## src/rtl/mem_arbiter_if.sv

```systemverilog
// Bundle of per-core icache/dcache request ports and the single RAM port
// shared through mem_arbiter.
interface mem_arbiter_if #(
  parameter int unsigned CPUS = 2
);
  logic [CPUS-1:0]       iREN;
  logic [CPUS-1:0][31:0] iaddr;
  logic [CPUS-1:0]       iwait;
  logic [CPUS-1:0][31:0] iload;

  logic [CPUS-1:0]       dREN;
  logic [CPUS-1:0]       dWEN;
  logic [CPUS-1:0][31:0] daddr;
  logic [CPUS-1:0][31:0] dstore;
  logic [CPUS-1:0]       dwait;
  logic [CPUS-1:0][31:0] dload;

  logic                  ramREN;
  logic                  ramWEN;
  logic [31:0]           ramaddr;
  logic [31:0]           ramstore;
  logic [31:0]           ramload;
  logic [1:0]            ramstate;

  // Arbiter view
  modport slave (
    input  iREN, iaddr, dREN, dWEN, daddr, dstore, ramload, ramstate,
    output iwait, iload, dwait, dload, ramREN, ramWEN, ramaddr, ramstore
  );

  // Cache/RAM environment view
  modport master (
    output iREN, iaddr, dREN, dWEN, daddr, dstore, ramload, ramstate,
    input  iwait, iload, dwait, dload, ramREN, ramWEN, ramaddr, ramstore
  );
endinterface

```

## src/rtl/mem_arbiter.sv

```systemverilog
// Single-ported RAM arbiter for CPUS cores: dcache over icache, round-robin per class.
// Optional icache starvation guard enabled by defining ARB_STARVE_GUARD_EN.
module mem_arbiter #(
  parameter int unsigned CPUS = 2
`ifdef ARB_STARVE_GUARD_EN
  , parameter int unsigned STARVE_LIMIT = 4
`endif
) (
  input logic          CLK,
  input logic          nRST,
  mem_arbiter_if.slave bus
);

  localparam int unsigned CW         = (CPUS > 1) ? $clog2(CPUS) : 1;
  localparam logic [1:0]  RAM_ACCESS = 2'd2;

  typedef enum logic {ARB, XFER} state_e;

  state_e          state_q, state_d;
  logic            gnt_is_d_q, gnt_is_d_d;
  logic [CW-1:0]   gnt_core_q, gnt_core_d;
  logic [CW-1:0]   d_rr_q, d_rr_d;
  logic [CW-1:0]   i_rr_q, i_rr_d;

  logic [CPUS-1:0] d_req;
  logic            d_hit, i_hit;
  logic [CW-1:0]   d_pick, i_pick;
  logic            promo_hit;
  logic [CW-1:0]   promo_pick;
  logic            g_active;
  logic [CW-1:0]   rr_next;

  // Granted requester still holding its enables
  assign g_active = gnt_is_d_q ? (bus.dREN[gnt_core_q] | bus.dWEN[gnt_core_q])
                               : bus.iREN[gnt_core_q];
  assign rr_next  = CW'((32'(gnt_core_q) + 32'd1) % CPUS);

  // Read data is broadcast; each cache qualifies it with its own wait
  always_comb begin : load_fanout
    for (int unsigned c = 0; c < CPUS; c++) begin
      bus.iload[CW'(c)] = bus.ramload;
      bus.dload[CW'(c)] = bus.ramload;
    end
  end

  // Round-robin search per class, starting at the class pointer and wrapping
  always_comb begin : rr_search
    int unsigned idx;
    idx    = 0;
    d_req  = bus.dREN | bus.dWEN;
    d_hit  = 1'b0;
    i_hit  = 1'b0;
    d_pick = '0;
    i_pick = '0;
    for (int unsigned k = 0; k < CPUS; k++) begin
      idx = (32'(d_rr_q) + k) % CPUS;
      if (!d_hit && d_req[CW'(idx)]) begin
        d_hit  = 1'b1;
        d_pick = CW'(idx);
      end
      idx = (32'(i_rr_q) + k) % CPUS;
      if (!i_hit && bus.iREN[CW'(idx)]) begin
        i_hit  = 1'b1;
        i_pick = CW'(idx);
      end
    end
  end

`ifdef ARB_STARVE_GUARD_EN
  logic [CPUS-1:0][2:0] starve_q, starve_d;
  logic                 xfer_done;

  assign xfer_done = (state_q == XFER) && g_active && (bus.ramstate == RAM_ACCESS);

  // Count grants an icache sat through while requesting; clear on its own completion
  always_comb begin : starve_next
    for (int unsigned c = 0; c < CPUS; c++) begin
      starve_d[CW'(c)] = starve_q[CW'(c)];
      if (xfer_done) begin
        if (!gnt_is_d_q && (gnt_core_q == CW'(c))) begin
          starve_d[CW'(c)] = '0;
        end else if (bus.iREN[CW'(c)] && (starve_q[CW'(c)] != 3'd7)) begin
          starve_d[CW'(c)] = starve_q[CW'(c)] + 3'd1;
        end
      end
    end
  end

  // Lowest-index starved icache overrides every dcache request
  always_comb begin : promo_search
    promo_hit  = 1'b0;
    promo_pick = '0;
    for (int unsigned c = 0; c < CPUS; c++) begin
      if (!promo_hit && bus.iREN[CW'(c)] && (32'(starve_q[CW'(c)]) >= STARVE_LIMIT)) begin
        promo_hit  = 1'b1;
        promo_pick = CW'(c);
      end
    end
  end

  always_ff @(posedge CLK or negedge nRST) begin : starve_reg
    if (!nRST) begin
      starve_q <= '0;
    end else begin
      starve_q <= starve_d;
    end
  end
`else
  assign promo_hit  = 1'b0;
  assign promo_pick = '0;
`endif

  // Next state, grant latch and RAM/wait outputs
  always_comb begin : fsm_comb
    state_d      = state_q;
    gnt_is_d_d   = gnt_is_d_q;
    gnt_core_d   = gnt_core_q;
    d_rr_d       = d_rr_q;
    i_rr_d       = i_rr_q;
    bus.ramREN   = 1'b0;
    bus.ramWEN   = 1'b0;
    bus.ramaddr  = '0;
    bus.ramstore = '0;
    bus.iwait    = '1;
    bus.dwait    = '1;

    case (state_q)
      ARB: begin
        if (promo_hit) begin
          gnt_is_d_d = 1'b0;
          gnt_core_d = promo_pick;
          state_d    = XFER;
        end else if (d_hit) begin
          gnt_is_d_d = 1'b1;
          gnt_core_d = d_pick;
          state_d    = XFER;
        end else if (i_hit) begin
          gnt_is_d_d = 1'b0;
          gnt_core_d = i_pick;
          state_d    = XFER;
        end
      end

      XFER: begin
        if (!g_active) begin
          state_d = ARB;
        end else begin
          if (gnt_is_d_q) begin
            // A write wins when a dcache raises both enables
            bus.ramWEN   = bus.dWEN[gnt_core_q];
            bus.ramREN   = bus.dREN[gnt_core_q] & ~bus.dWEN[gnt_core_q];
            bus.ramaddr  = bus.daddr[gnt_core_q];
            bus.ramstore = bus.dstore[gnt_core_q];
          end else begin
            bus.ramREN   = 1'b1;
            bus.ramaddr  = bus.iaddr[gnt_core_q];
          end
          if (bus.ramstate == RAM_ACCESS) begin
            state_d = ARB;
            if (gnt_is_d_q) begin
              bus.dwait[gnt_core_q] = 1'b0;
              d_rr_d                = rr_next;
            end else begin
              bus.iwait[gnt_core_q] = 1'b0;
              i_rr_d                = rr_next;
            end
          end
        end
      end

      default: state_d = ARB;
    endcase
  end

  always_ff @(posedge CLK or negedge nRST) begin : state_reg
    if (!nRST) begin
      state_q    <= ARB;
      gnt_is_d_q <= 1'b0;
      gnt_core_q <= '0;
      d_rr_q     <= '0;
      i_rr_q     <= '0;
    end else begin
      state_q    <= state_d;
      gnt_is_d_q <= gnt_is_d_d;
      gnt_core_q <= gnt_core_d;
      d_rr_q     <= d_rr_d;
      i_rr_q     <= i_rr_d;
    end
  end

endmodule
```

## src/flat_wrapper.sv

```systemverilog
// flat-port wrapper written by rule: the top's interface ports become plain ports
module mem_arbiter_flat 
#(
  parameter int unsigned CPUS = 2

)
  (CLK, nRST, bus_iREN, bus_iaddr, bus_dREN, bus_dWEN, bus_daddr, bus_dstore, bus_ramload, bus_ramstate, bus_iwait, bus_iload, bus_dwait, bus_dload, bus_ramREN, bus_ramWEN, bus_ramaddr, bus_ramstore);
  mem_arbiter_if #(.CPUS(CPUS)) bus_i ();
  input logic CLK;
  input logic nRST;
  input wire logic [$bits(bus_i.iREN)-1:0] bus_iREN;
  input wire logic [$bits(bus_i.iaddr)-1:0] bus_iaddr;
  input wire logic [$bits(bus_i.dREN)-1:0] bus_dREN;
  input wire logic [$bits(bus_i.dWEN)-1:0] bus_dWEN;
  input wire logic [$bits(bus_i.daddr)-1:0] bus_daddr;
  input wire logic [$bits(bus_i.dstore)-1:0] bus_dstore;
  input wire logic [$bits(bus_i.ramload)-1:0] bus_ramload;
  input wire logic [$bits(bus_i.ramstate)-1:0] bus_ramstate;
  output wire logic [$bits(bus_i.iwait)-1:0] bus_iwait;
  output wire logic [$bits(bus_i.iload)-1:0] bus_iload;
  output wire logic [$bits(bus_i.dwait)-1:0] bus_dwait;
  output wire logic [$bits(bus_i.dload)-1:0] bus_dload;
  output wire logic [$bits(bus_i.ramREN)-1:0] bus_ramREN;
  output wire logic [$bits(bus_i.ramWEN)-1:0] bus_ramWEN;
  output wire logic [$bits(bus_i.ramaddr)-1:0] bus_ramaddr;
  output wire logic [$bits(bus_i.ramstore)-1:0] bus_ramstore;
  assign bus_i.iREN = bus_iREN;
  assign bus_i.iaddr = bus_iaddr;
  assign bus_i.dREN = bus_dREN;
  assign bus_i.dWEN = bus_dWEN;
  assign bus_i.daddr = bus_daddr;
  assign bus_i.dstore = bus_dstore;
  assign bus_i.ramload = bus_ramload;
  assign bus_i.ramstate = bus_ramstate;
  assign bus_iwait = bus_i.iwait;
  assign bus_iload = bus_i.iload;
  assign bus_dwait = bus_i.dwait;
  assign bus_dload = bus_i.dload;
  assign bus_ramREN = bus_i.ramREN;
  assign bus_ramWEN = bus_i.ramWEN;
  assign bus_ramaddr = bus_i.ramaddr;
  assign bus_ramstore = bus_i.ramstore;
  mem_arbiter #(.CPUS(CPUS)) u_core (.CLK(CLK), .nRST(nRST), .bus(bus_i));
endmodule
```

## config.mk

```make
export PLATFORM = sky130hd
export DESIGN_NAME = mem_arbiter_flat
export DESIGN_NICKNAME = d
export VERILOG_FILES = /design/src/rtl/mem_arbiter_if.sv /design/src/rtl/mem_arbiter.sv /design/src/flat_wrapper.sv
export SDC_FILE = /design/constraint.sdc
export NUM_CORES = 1
export LEC_CHECK = 0
export ABC_CLOCK_PERIOD_IN_PS = 2000
export CAP_MARGIN = 20
export CORE_AREA = 5 5 164 166
export DETAILED_ROUTE_END_ITERATION = 10
export DIE_AREA = 0 0 169 171
export GPL_TIMING_DRIVEN = 0
export PLACE_DENSITY = 0.54
export SLEW_MARGIN = 20
export SYNTH_ARGS = -nofsm -noshare
export SYNTH_HDL_FRONTEND = slang
export SYNTH_SLANG_ARGS = --single-unit
```

## constraint.sdc

```tcl
create_clock -name CLK -period 2 [get_ports CLK]
set_input_delay 0.6 -clock CLK [delete_from_list [all_inputs] [get_ports CLK]]
set_output_delay 0.6 -clock CLK [all_outputs]
set_load 0.05 [all_outputs]
```

==> impl_metrics.env <==
export IMPL_post_drt_wl_per_cell_um=16.6
export IMPL_syn_cell_area_um2=3180
export IMPL_clk_latency_ps=230
export IMPL_yosysTopAreaCell="buf_4"
export IMPL_maxSlewViolCount=0
export IMPL_status="complete, but fails checks"
export IMPL_die_area_um2=28900
export IMPL_nFillCells=2636
export IMPL_fmax_mhz=401
export IMPL_grt_max_degree=11
export IMPL_cp_max_fo=5
export IMPL_antenna_found_initial=0
export IMPL_critPathCaptureType="output pin"
export IMPL_failed_checks="negative setup slack"
export IMPL_start_util_pct=12.5
export IMPL_syn_area_per_cell_um2=9.90
export IMPL_synth_area_leaders="buf_4, mux4_2, nor2_4, mux2i_1, nor3b_1"
export IMPL_fin_ws_ps=-495
export IMPL_ys_seq_area_share_pct=3.94
export IMPL_final_cell_mix="clkdlybuf4s50_1, buf_4, dlygate4sd2_1, buf_6, nor2_4"
export IMPL_crit_arrival_ps=1890
export IMPL_numCtsBuffers=3
export IMPL_chipHeight_um=171
export IMPL_drc=0
export IMPL_finalSetupTns_ps=-26680
export IMPL_fin_crit_ps=2490
export IMPL_synth_nets=555
export IMPL_overflow=0
export IMPL_clock_skew_final_ps=3.62
export IMPL_hpwl_um=15300
export IMPL_yosys_warnings=0
export IMPL_drive_gt1_share_pct=50.9
export IMPL_cts_tree="yes"
export IMPL_hp_class="reg -> reg"
export IMPL_rsz0062_at_grt="true"
export IMPL_grt_pass1_vias=4213
export IMPL_antenna_cells_inserted=0
export IMPL_core_area_um2=25500
export IMPL_wirelength_um=18200
export IMPL_rows=59
export IMPL_dr_pass1_iters=4
export IMPL_final_common_cell="clkdlybuf4s50_1"
export IMPL_clk_root_buffer_cell="clkbuf_16"
export IMPL_ir_drop_mv=0.800
export IMPL_pin_count=432
export IMPL_gr_usage_all_layers_pct=11.3
export IMPL_ant_nets=0
export IMPL_syn_instance_count=321
export IMPL_synth_top_area_share_pct=31.7
export IMPL_setup_violations=68
export IMPL_grt_pass1_wl_um=25500
export IMPL_p_per_area_nw_per_um2=1340
export IMPL_drv_cap=0
export IMPL_fin_nets=993
export IMPL_final_min_period_over_clock_period_pct=125
export IMPL_postCtsHoldBufs=0
export IMPL_cts_sinks=5
export IMPL_place_inst=1055
export IMPL_via_count=3911
export IMPL_hold_viol=0
export IMPL_die_width_um=169
export IMPL_startpoint_type="input port"
export IMPL_critical_path_class="in -> out"
export IMPL_globalplace_congestion=0.800
export IMPL_worst_ep_required_time_ps=1400
export IMPL_ys_ff_latch=5
export IMPL_slew_headroom_pct=65.9
export IMPL_final_cells=1093
export IMPL_vias_per_cell=3.58
export IMPL_leakage_nw=3.90
export IMPL_drt_iter0_drc=56
export IMPL_clockBufferDepth=2
export IMPL_clk_pin_slew_ps=30
export IMPL_cts_htree_levels=1
export IMPL_synth_distinct_cells=35
export IMPL_syn2layout_area_growth_pct=178
export IMPL_tightest_slew_ps=513
export IMPL_port_buffers=399
==> cell usage after synthesis <==
cell,count
mux4_2,32
o22ai_1,1
nand2_1,5
mux2i_1,33
dfrtp_1,5
nor3b_2,5
a311o_4,1
a21oi_1,3
o2bb2ai_1,1
nor2b_1,1
and4bb_2,1
a22oi_1,1
o32a_1,1
nor2_1,6
inv_2,1
nand2b_1,1
a21o_1,2
or4_1,1
buf_4,134
o21ai_0,2
nor4b_2,1
nand3_1,1
o31ai_1,2
nor3_1,1
a2bb2oi_1,1
inv_1,2
buf_6,2
o21ai_2,1
a31o_2,1
buf_2,10
a21bo_2,1
buf_12,3
nor2_4,30
nor4_1,1
nor3b_1,27
==> flip-flops by register name (all words and copies together), names as in the netlist <==
| name | flops |
|---|---|
| u_core.d_rr_q | 1 |
| u_core.gnt_core_q | 1 |
| u_core.i_rr_q | 1 |
| u_core.state_q | 1 |
| u_core.gnt_is_d_q | 1 |
==> kinds of logic (layout without fill, tap and decap cells) <==
| group | Yosys count | after routing | synth area share, % |
|---|---|---|---|
| AOI/OAI and AO/OA | 18 | 18 | 4.53 |
| buffers and inverters | 152 | 589 | 36.2 |
| DFF | 5 | 5 | 3.94 |
| muxes | 65 | 65 | 33.1 |
| and+or+nand+nor | 81 | 81 | 22.3 |
==> worst paths after layout <==
check	from	endpoint	slack (ps)	cells after the start
worst max-delay path	bus_dWEN[0]	bus_ramstore[13]	-490	8
worst min-delay path	u_core.i_rr_q	u_core.i_rr_q	520	1
worst max register to register	u_core.gnt_core_q	u_core.state_q	500	6
worst min register to register	u_core.i_rr_q	u_core.i_rr_q	520	1
max in group asynchronous	nRST	u_core.gnt_is_d_q	1160	1
min in group asynchronous	nRST	u_core.d_rr_q	610	1
==> timing repair <==
item                                    CTS  global route
gates resized for setup                 718            31
endpoints found under the setup margin  198            70
buffers inserted                         21             7
cloned                                    6             2
pin swaps                                22            25
==> layer usage <==
metal / routed length, um / GRT usage (%)
met5: 0 / 0
met4: 44 / 0.840
met3: 1700 / 3.67
met2: 9990 / 22.0
met1: 6430 / 12.4
==> stage by stage <==
| stage | utilization, % | cell area, um^2 | hold WS (ps) | setup slack (ps) | total power [mW] |
|---|---|---|---|---|---|
| global route | 34.6 | 8820 | 543 | -539 | 12.4 |
| global placement | 31.8 | 8090 | 501 | -1560 | 9.82 |
| floorplan | - | 3670 | 304 | -185 | 7.19 |
| detailed placement | 31.8 | 8090 | 515 | -1550 | 9.81 |
| finish | 34.6 | 8820 | 525 | -495 | 11.9 |
| CTS | 34.0 | 8670 | 527 | -533 | 11.8 |
==> worst max-delay path: stages <==
cell      delay (ps)
clkbuf_4         160
nor4b_4           70
a311o_4          410
buf_12           140
buf_8            120
buf_12           140
nor2_4            90
buf_8            150
==> where the power goes <==
| part | switching (mW) | internal [mW] |
|---|---|---|
| Combinational | 5.94 | 5.38 |
| Sequential | 0.0615 | 0.148 |
| Clock | 0.0672 | 0.261 |
| Total | 6.07 | 5.79 |
==> final cells by class <==
| cell class | instances | area (um^2) | area share (%) |
|---|---|---|---|
| tap | 335 | 419 | 4.75 |
| clock buffer | 3 | 75.1 | 0.851 |
| multi-input combinational | 164 | 2360 | 26.8 |
| sequential | 5 | 129 | 1.46 |
| timing repair buffer | 433 | 4470 | 50.6 |
| inverter | 3 | 13.8 | 0.156 |
| buffer | 149 | 1350 | 15.3 |
| clock inverter | 1 | 5.00 | 0.0567 |
Note: power is estimated with default switching activity, not from simulation.
